[src/rtl/serial_add_sub_pkg.sv]
// -----------------------------------------------------------------------------
// serial_add_sub_pkg
// Shared definitions for the bit-serial adder/subtractor: FSM state encoding.
// -----------------------------------------------------------------------------
package serial_add_sub_pkg;

   typedef enum logic [1:0] {
      IDLE = 2'd0,
      RUN  = 2'd1,
      DONE = 2'd2
   } state_t;

endpackage : serial_add_sub_pkg

[src/rtl/fa_cell.sv]
// -----------------------------------------------------------------------------
// fa_cell
// Purely combinational 1-bit full adder.
// Ports:
//   a, b  : addend bits
//   cin   : carry in
//   sum   : a ^ b ^ cin
//   cout  : majority(a, b, cin)
// -----------------------------------------------------------------------------
module fa_cell (
   input  logic a,
   input  logic b,
   input  logic cin,
   output logic sum,
   output logic cout
);

   assign sum  = a ^ b ^ cin;
   assign cout = (a & b) | (cin & (a ^ b));

endmodule : fa_cell

[src/rtl/serial_add_sub.sv]
// -----------------------------------------------------------------------------
// serial_add_sub
// Bit-serial adder/subtractor. Operands are captured on an accepted start and
// processed one bit per clock, LSB first, through a single fa_cell with a
// registered carry. Subtraction is a + ~b + 1 (carry seeded with 1).
// Ports:
//   clk, rst : clock, synchronous active-high reset
//   start    : request, sampled only while idle
//   sub      : 0 = a+b, 1 = a-b (sampled with start)
//   a, b     : WIDTH-bit operands (sampled with start)
//   busy     : high whenever the FSM is not idle
//   done     : one-cycle pulse, result/cout/ovf valid
//   result   : sum/difference, held until the next accepted start
//   cout     : add: carry out; sub: 1 = no borrow
//   ovf      : two's-complement overflow
// -----------------------------------------------------------------------------
module serial_add_sub
   import serial_add_sub_pkg::*;
#(
   parameter int WIDTH = 8
) (
   input  logic             clk,
   input  logic             rst,
   input  logic             start,
   input  logic             sub,
   input  logic [WIDTH-1:0] a,
   input  logic [WIDTH-1:0] b,
   output logic             busy,
   output logic             done,
   output logic [WIDTH-1:0] result,
   output logic             cout,
   output logic             ovf
);

   localparam int CW = $clog2(WIDTH + 1);

   state_t           state, state_nxt;
   logic [WIDTH-1:0] a_sh, b_sh;
   logic             carry;
   logic [CW-1:0]    cnt;
   logic             fa_s, fa_c;
   logic             last_bit;

   // RUN leaves at the MSB, so cnt never needs to wrap.
   assign last_bit = (cnt == CW'(WIDTH - 1));

   fa_cell u_fa (
      .a    (a_sh[0]),
      .b    (b_sh[0]),
      .cin  (carry),
      .sum  (fa_s),
      .cout (fa_c)
   );

   // NOTE: sequential state is assigned with <= so every flop samples the
   // pre-edge values; blocking = here would create order-dependent behaviour.
   always_ff @(posedge clk) begin
      if (rst) state <= IDLE;
      else     state <= state_nxt;
   end

   // NOTE: every output of this block gets a default first, so no path can
   // leave a signal unassigned and infer a latch.
   always_comb begin
      state_nxt = state;
      busy      = 1'b1;
      done      = 1'b0;
      unique case (state)
         IDLE: begin
            busy = 1'b0;
            if (start) state_nxt = RUN;
         end
         RUN: begin
            if (last_bit) state_nxt = DONE;
         end
         DONE: begin
            done      = 1'b1;
            state_nxt = IDLE;
         end
         default: begin
            busy      = 1'b0;
            state_nxt = IDLE;
         end
      endcase
   end

   // Datapath: operand/result shift registers, carry, counter, capture flops.
   always_ff @(posedge clk) begin
      if (rst) begin
         // NOTE: the shift registers are cleared on reset too, because an
         // aborted run must not leave partial result bits on the outputs.
         a_sh   <= '0;
         b_sh   <= '0;
         carry  <= 1'b0;
         cnt    <= '0;
         result <= '0;
         cout   <= 1'b0;
         ovf    <= 1'b0;
      end else begin
         unique case (state)
            IDLE: begin
               if (start) begin
                  a_sh   <= a;
                  b_sh   <= sub ? ~b : b;
                  carry  <= sub;
                  cnt    <= '0;
                  result <= '0;
               end
            end
            RUN: begin
               result <= {fa_s, result[WIDTH-1:1]};
               a_sh   <= a_sh >> 1;
               b_sh   <= b_sh >> 1;
               carry  <= fa_c;
               cnt    <= cnt + CW'(1);
               if (last_bit) begin
                  // Overflow: carry into the sign bit differs from carry out.
                  ovf  <= carry ^ fa_c;
                  cout <= fa_c;
               end
            end
            default: ;
         endcase
      end
   end

endmodule : serial_add_sub

[config.mk]
export PLATFORM = sky130hd
export DESIGN_NAME = serial_add_sub
export DESIGN_NICKNAME = d
export VERILOG_FILES = /design/src/rtl/serial_add_sub_pkg.sv /design/src/rtl/fa_cell.sv /design/src/rtl/serial_add_sub.sv
export SDC_FILE = /design/constraint.sdc
export NUM_CORES = 1
export LEC_CHECK = 0
export CAP_MARGIN = 20
export CORE_AREA = 2 2 62 64
export CTS_BUF_LIST = sky130_fd_sc_hd__clkbuf_16
export DETAILED_ROUTE_END_ITERATION = 10
export DIE_AREA = 0 0 64 66
export PLACE_DENSITY = 0.79
export SLEW_MARGIN = 20
export SYNTH_ARGS = -nofsm -noshare
export SYNTH_HDL_FRONTEND = slang
export SYNTH_SLANG_ARGS = --single-unit
[constraint.sdc]
create_clock -name clk -period 1.4 [get_ports clk]
set_input_delay 0.21 -clock clk [delete_from_list [all_inputs] [get_ports clk]]
set_output_delay 0.21 -clock clk [all_outputs]
set_load 0.05 [all_outputs]
==> impl_metrics.csv, run 1 <==
group,metric,value,unit
cts,path_clk_slew,0.05,ns
cts,cts_tree,"done",
placement,hpwl,2190,um
route,via_count,1328,
grt,grt_pass1_wl,5820,um
sta,rsz0062_at_grt,"yes",
synth,synth.avg_cell_area,8.96,um^2
synth,syn_area,1540,um^2
grt,grt_max_degree,34,
grt,grtUsageTotal,17.8,%
worst_hold_path,min_to,"b_sh[5]",
synth,synth_ff_type,"dfxtp_1",
setup_path,cp_max_fo,4,
cts,cts_root_buffer,"clkbuf_16",
setup_path,worst-path-buf-inv,1,
pwr,totalPowerFinal,2.75,mW
setup_path,r2r-end,"cnt[3]",
cells_and_area,final_cells,256,
floorplanning,initial_core_util,43.4,%
sta,max-slew-margin-rel,81.5,%
sta,skew,0.00827,ns
floorplanning,dieWidth,64,um
pwr,power_frac_comb,18.8,%
pwr,p_int,2.08,mW
setup_path,cp-startpoint,"state[1]",
setup_path,crit_path_end_kind,"flop",
grt,grt_antenna_before_repair,0,
synth,synth_edf_count,0,
pwr,ir_drop,0.780,mV
sta,min_period,1.47,ns
route,drt_iter0_markers,74,
sta,worst_pin_slew,0.277,ns
setup_path,critical_path.cell_chain,"inv_4 > ha_4 > mux2i_2 > or4_1 > a31oi_1",
route,dr.pass1.iters,4,
setup_path,slowest_stage,"or4_1",
route,drc,0,
setup_path,rr_worst_depth,5,
synth,synth_top_cell_by_area,"dfxtp_1",
cells_and_area,syn_to_final_growth,50.7,%
outcome,failed_checks,"negative setup slack",
cells_and_area,multi_input_area,846,um^2
placement,dp.cells,247,
run,maxCapViolations,0,
cells_and_area,diodes,0,
route,drt-total-wl,3480,um
synth,synth.net_count,197,
floorplanning,io_pins,32,
cells_and_area,nFillCells,269,
route,ant_nets,0,
cells_and_area,final_core_util,65.4,%
route,via_per_inst,5.19,
cells_and_area,layout_commonest_cell,"dfxtp_1",
pwr,power.share.sequential,37.6,%
outcome,status,"finished with violations",
grt,gr-total-overflow,0,
pwr,clkPwrFrac,43.6,%
placement,io_buffers,31,
placement,gp_congestion,0.714,
synth,ys_ff_latch,33,
synth,async_reset_ff_share,0,%
setup_path,reg2reg_from,"state[1]",
cts,cts_sinks,33,
sta,final.period_utilization,105,%
grt,grt_pass1_vias,1276,
setup_path,cp.arrival,1.68,ns
setup_path,required,1.60,ns
cells_and_area,regArea,664,um^2
setup_path,crit_path_start_kind,"flop",
floorplanning,die_h,66,um
synth,synth_cell_types,28,
pwr,p_sw,0.671,mW
setup_path,slowest_delay,0.51,ns
cells_and_area,most-common-layout-cells,"dfxtp_1, clkdlybuf4s50_1, nor2_1, buf_12, nand2_1",
pwr,sw_frac_of_total,24.3,%
cts,hold_buffers,0,
cells_and_area,final_nets,232,
sta,hold_viol_final,0,
sta,setup_slack,-0.0740,ns
worst_hold_path,holdCritPathClass,"reg -> reg",
setup_path,crit_family,"simple AND/OR/NAND/NOR gates",
worst_hold_path,hp-start,"b_sh[5]",
synth,syn_inst,172,
synth,synth_top_area_share,42.9,%
synth,yosysSeqAreaShare,42.9,%
cts,worstSkewPairLatency,0.28,ns
synth,synth_warnings,0,
worst_hold_path,hold_depth,2,
cts,numCtsBuffers,5,
cts,cts_max_path_buffers,2,
sta,whs,0.443,ns
pwr,leakagePower,0.853,nW
sta,drv_slew,0,
setup_path,crit_type,"reg -> reg",
cells_and_area,drive_above_1_share,22.6,%
synth,netlist_top_cells_area,"dfxtp_1, mux2i_1, a32oi_1",
sta,finalSetupViolations,1,
setup_path,r2r_slack,-0.07,ns
sta,setup_tns,-0.0740,ns
sta,fmax,0.678,GHz
cts,cts_htree_levels,2,
route,wire_per_inst,13.6,um
floorplanning,dieArea,4220,um^2
floorplanning,num_rows,22,
floorplanning,core,3550,um^2
pwr,powerDensity,1190,nW/um^2
kinds of logic (layout without fill, tap and decap cells):
family                     count (synthesis)  in the layout  share of synthesized area [%]
AOI/OAI and AO/OA                         46             46                           20.9
buffers and inverters                     22             58                           5.84
adders and majority gates                  5              5                           4.55
and+or+nand+nor                           48             48                           14.8
xor gates and xnor gates                   9              9                           5.11
DFF                                       33             33                           42.9
muxes                                      9              9                           5.93
how the worst max path moves through the flow:
| stage | to | slack (ns) | cells past startpoint |
|---|---|---|---|
| after floorplan | cnt[3] | -0.01 | 5 |
| after global placement | cnt[3] | -0.08 | 4 |
| after detailed placement | cnt[3] | -0.17 | 4 |
| after CTS | cnt[3] | -0.08 | 5 |
| after global routing | cnt[3] | -0.1 | 5 |
| final | cnt[3] | -0.07 | 5 |
timing repair:
| item | 4_1_cts | 5_1_grt |
|---|---|---|
| setup endpoints to repair | 13 | 26 |
| buffers inserted | 1 | 0 |
| cloned | 0 | 0 |
| resized for setup | 5 | 10 |
| pin swaps | 1 | 3 |
registers in the layout, summed over array words and instances, names as in the netlist:
register and flops:
carry 1, ovf 1, result 8, cout 1, b_sh 8, cnt 4, state 2, a_sh 8
cells in the mapped netlist (2+ instances only):
cell,number
a211oi_1,9
a21oi_1,14
a31oi_1,2
a32oi_1,9
buf_2,6
clkbuf_1,8
dfxtp_1,33
ha_1,4
inv_1,7
mux2i_1,8
nand2_1,14
nand2b_1,8
nand3_1,5
nand3b_1,2
nor2_1,16
o211ai_1,8
xor2_1,8
worst min-delay path, cell delays in order, from the launching register on:
cell and delay (ns):
dfxtp_1 0.30, nand2_1 0.05, a21oi_1 0.05
power by group through the flow:
| stage | Combinational, mW | Clock [mW] | Sequential (mW) |
|---|---|---|---|
| floorplan | 0.302 | 0 | 1.05 |
| global placement | 0.472 | 0 | 1.05 |
| detailed placement | 0.481 | 0 | 1.05 |
| CTS | 0.502 | 1.21 | 1.03 |
| global route | 0.561 | 1.26 | 1.04 |
| finish | 0.517 | 1.20 | 1.04 |
routing by layer:
layer  share of wire (%)  GRT usage, %  vias up  routed length (um)
met5                   0             0        -                   0
met4                 1.1          6.25        0                  39
met3                 6.7          5.62        4                 233
met2                  46          28.8       37                1620
met1                  46          22.2      609                1590
li1                    -             -      678                   -
metrics by stage:
step	instance area, um^2	worst slack [ns]
floorplan	1560	-0.0100
global placement	2100	-0.0778
detailed placement	2100	-0.169
CTS	2290	-0.0750
global route	2320	-0.0972
finish	2320	-0.0740
final cells by class:
cell class,instances,area share [%]
Tap cell,48,2.58
Clock inverter,3,1.62
Clock buffer,5,5.39
Timing Repair Buffer,43,24.2
Multi-Input combinational cell,117,36.4
Sequential cell,33,28.6
Inverter,7,1.24
Note: power is estimated with default switching activity, not from simulation.
==> run 2, diff against run 1 <==
--- a/config.mk
+++ b/config.mk
@@ -15,3 +15,4 @@
 export SYNTH_ARGS = -nofsm -noshare
 export SYNTH_HDL_FRONTEND = slang
 export SYNTH_SLANG_ARGS = --single-unit
+export TNS_END_PERCENT = 5
==> impl_metrics.csv, run 2 (synthesis results as in run 1) <==
group,metric,value,unit
cts,worstSkewPairLatency,0.27,ns
grt,gr-total-overflow,0,
cells_and_area,reg.largest.list,"a_sh x8, b_sh x8, result x8",
cells_and_area,diodes,0,
floorplanning,io_pins,32,
grt,grtUsageTotal,17.3,%
sta,rsz0062_at_grt,"yes",
cells_and_area,nFillCells,256,
floorplanning,core,3550,um^2
grt,grt_max_degree,34,
cts,cts_tree,"done",
route,drt-total-wl,3450,um
cts,path_clk_slew,0.05,ns
setup_path,crit_path_start_kind,"flop",
sta,finalSetupViolations,1,
setup_path,crit_path_end_kind,"flop",
cells_and_area,final_nets,239,
sta,worst_pin_slew,0.259,ns
route,drt_iter0_markers,43,
cts,cts_htree_levels,2,
cells_and_area,final_core_util,66.6,%
placement,hpwl,2230,um
sta,max-slew-margin-rel,82.4,%
sta,hold_viol_final,0,
pwr,leakagePower,0.884,nW
setup_path,critical_path.cell_chain,"inv_2 > ha_4 > mux2i_2 > or4_1 > a31oi_1",
pwr,ir_drop,0.540,mV
route,drc,0,
route,ant_nets,0,
sta,drv_slew,0,
outcome,status,"finished with violations",
cells_and_area,layout_commonest_cell,"dfxtp_1",
cells_and_area,multi_input_area,837,um^2
grt,grt_antenna_before_repair,0,
floorplanning,dieWidth,64,um
route,wire_per_inst,13.1,um
setup_path,crit_type,"reg -> reg",
sta,whs,0.445,ns
outcome,failed_checks,"negative setup slack",
setup_path,cp.arrival,1.63,ns
placement,dp.cells,253,
sta,min_period,1.43,ns
cts,cts_sinks,33,
cells_and_area,final_cells,263,
pwr,powerDensity,1170,nW/um^2
setup_path,slowest_stage,"or4_1",
setup_path,slowest_delay,0.47,ns
floorplanning,die_h,66,um
grt,grt_pass1_vias,1279,
sta,fmax,0.700,GHz
cells_and_area,drive_above_1_share,23.7,%
floorplanning,initial_core_util,43.4,%
placement,io_buffers,31,
grt,grt_pass1_wl,5770,um
route,via_per_inst,5.17,
sta,final.period_utilization,102,%
cts,cts_max_path_buffers,2,
cts,cts_root_buffer,"clkbuf_16",
worst_hold_path,holdCritPathClass,"reg -> reg",
cells_and_area,regArea,663,um^2
route,via_count,1360,
route,dr.pass1.iters,4,
floorplanning,dieArea,4220,um^2
cts,numCtsBuffers,5,
sta,skew,0.00384,ns
pwr,totalPowerFinal,2.76,mW
setup_path,cp_max_fo,4,
setup_path,required,1.60,ns
cells_and_area,syn_to_final_growth,53.3,%
placement,gp_congestion,0.711,
floorplanning,num_rows,22,
run,maxCapViolations,0,
cells_and_area,most-common-layout-cells,"dfxtp_1, clkdlybuf4s50_1, nor2_1, buf_4, buf_12",
sta,setup_slack,-0.0291,ns
-- run 2: area by class of cell --
type                       count  area share [%]
tap                           48            2.54
timing repair buffer          50            26.0
inverter                       7            1.11
multi-input combinational    117            35.4
clock inverter                 3            1.59
clock buffer                   5            5.29
sequential                    33            28.1
-- run 2: layer usage --
layer | vias up | share of wire (%) | track usage [%]
li1 | 694 | - | -
met1 | 624 | 46 | 22.6
met2 | 40 | 48 | 28.3
met3 | 2 | 5.7 | 4.94
met4 | 0 | 0.35 | 4.08
met5 | - | 0 | 0
-- run 2: report_power, final --
group          total, mW  switching (mW)  internal [mW]
registers           1.04          0.0319           1.00
logic              0.546           0.267          0.279
clock network       1.18           0.355          0.824
total               2.76           0.654           2.11
-- run 2: path summary, 6_finish.rpt --
kind / end / startpoint / cells after the start / slack (ns)
hold / removal: b_sh[7] / b_sh[7] / 2 / 0.44
setup reg to reg: cnt[3] / state[1] / 5 / -0.03
setup / recovery: cnt[3] / state[1] / 5 / -0.03
hold reg to reg: b_sh[7] / b_sh[7] / 2 / 0.44
-- run 2: metrics by stage --
stage          instance area (um^2)  TNS [ns]  setup WS [ns]
2_1_floorplan                  1560    -0.140        -0.0132
3_3_place_gp                   2150    -0.326        -0.0761
3_5_place_dp                   2150    -0.995         -0.114
4_1_cts                        2350   -0.0293        -0.0246
5_1_grt                        2360    -0.861        -0.0922
6_report                       2360   -0.0291        -0.0291
-- run 2: worst max-delay path, delay by kind of cell (launching register included) --
kind            cells  cell delay [ns]
buf+inv             1             0.06
compound gates      1             0.14
simple gates        1             0.47
flops               1             0.33
fa+ha+maj           1             0.18
mux                 1             0.17
-- run 2: repair_timing --
action | CTS | global route
resized for setup | 7 | 5
pin swaps | 0 | 1
endpoints found under the hold margin | 0 | 0
endpoints found under the setup margin | 25 | 27
gates cloned | 1 | 0
hold buffers | 0 | 0
setup buffers | 1 | 0
==> run 3, diff against run 2 <==
--- a/config.mk
+++ b/config.mk
@@ -10,6 +10,7 @@
 export CTS_BUF_LIST = sky130_fd_sc_hd__clkbuf_16
 export DETAILED_ROUTE_END_ITERATION = 10
 export DIE_AREA = 0 0 64 66
+export GPL_ROUTABILITY_DRIVEN = 0
 export PLACE_DENSITY = 0.79
 export SLEW_MARGIN = 20
 export SYNTH_ARGS = -nofsm -noshare
==> results of run 3 <==
Same layout as run 2: the final DEF is identical, and so are final timing and power.
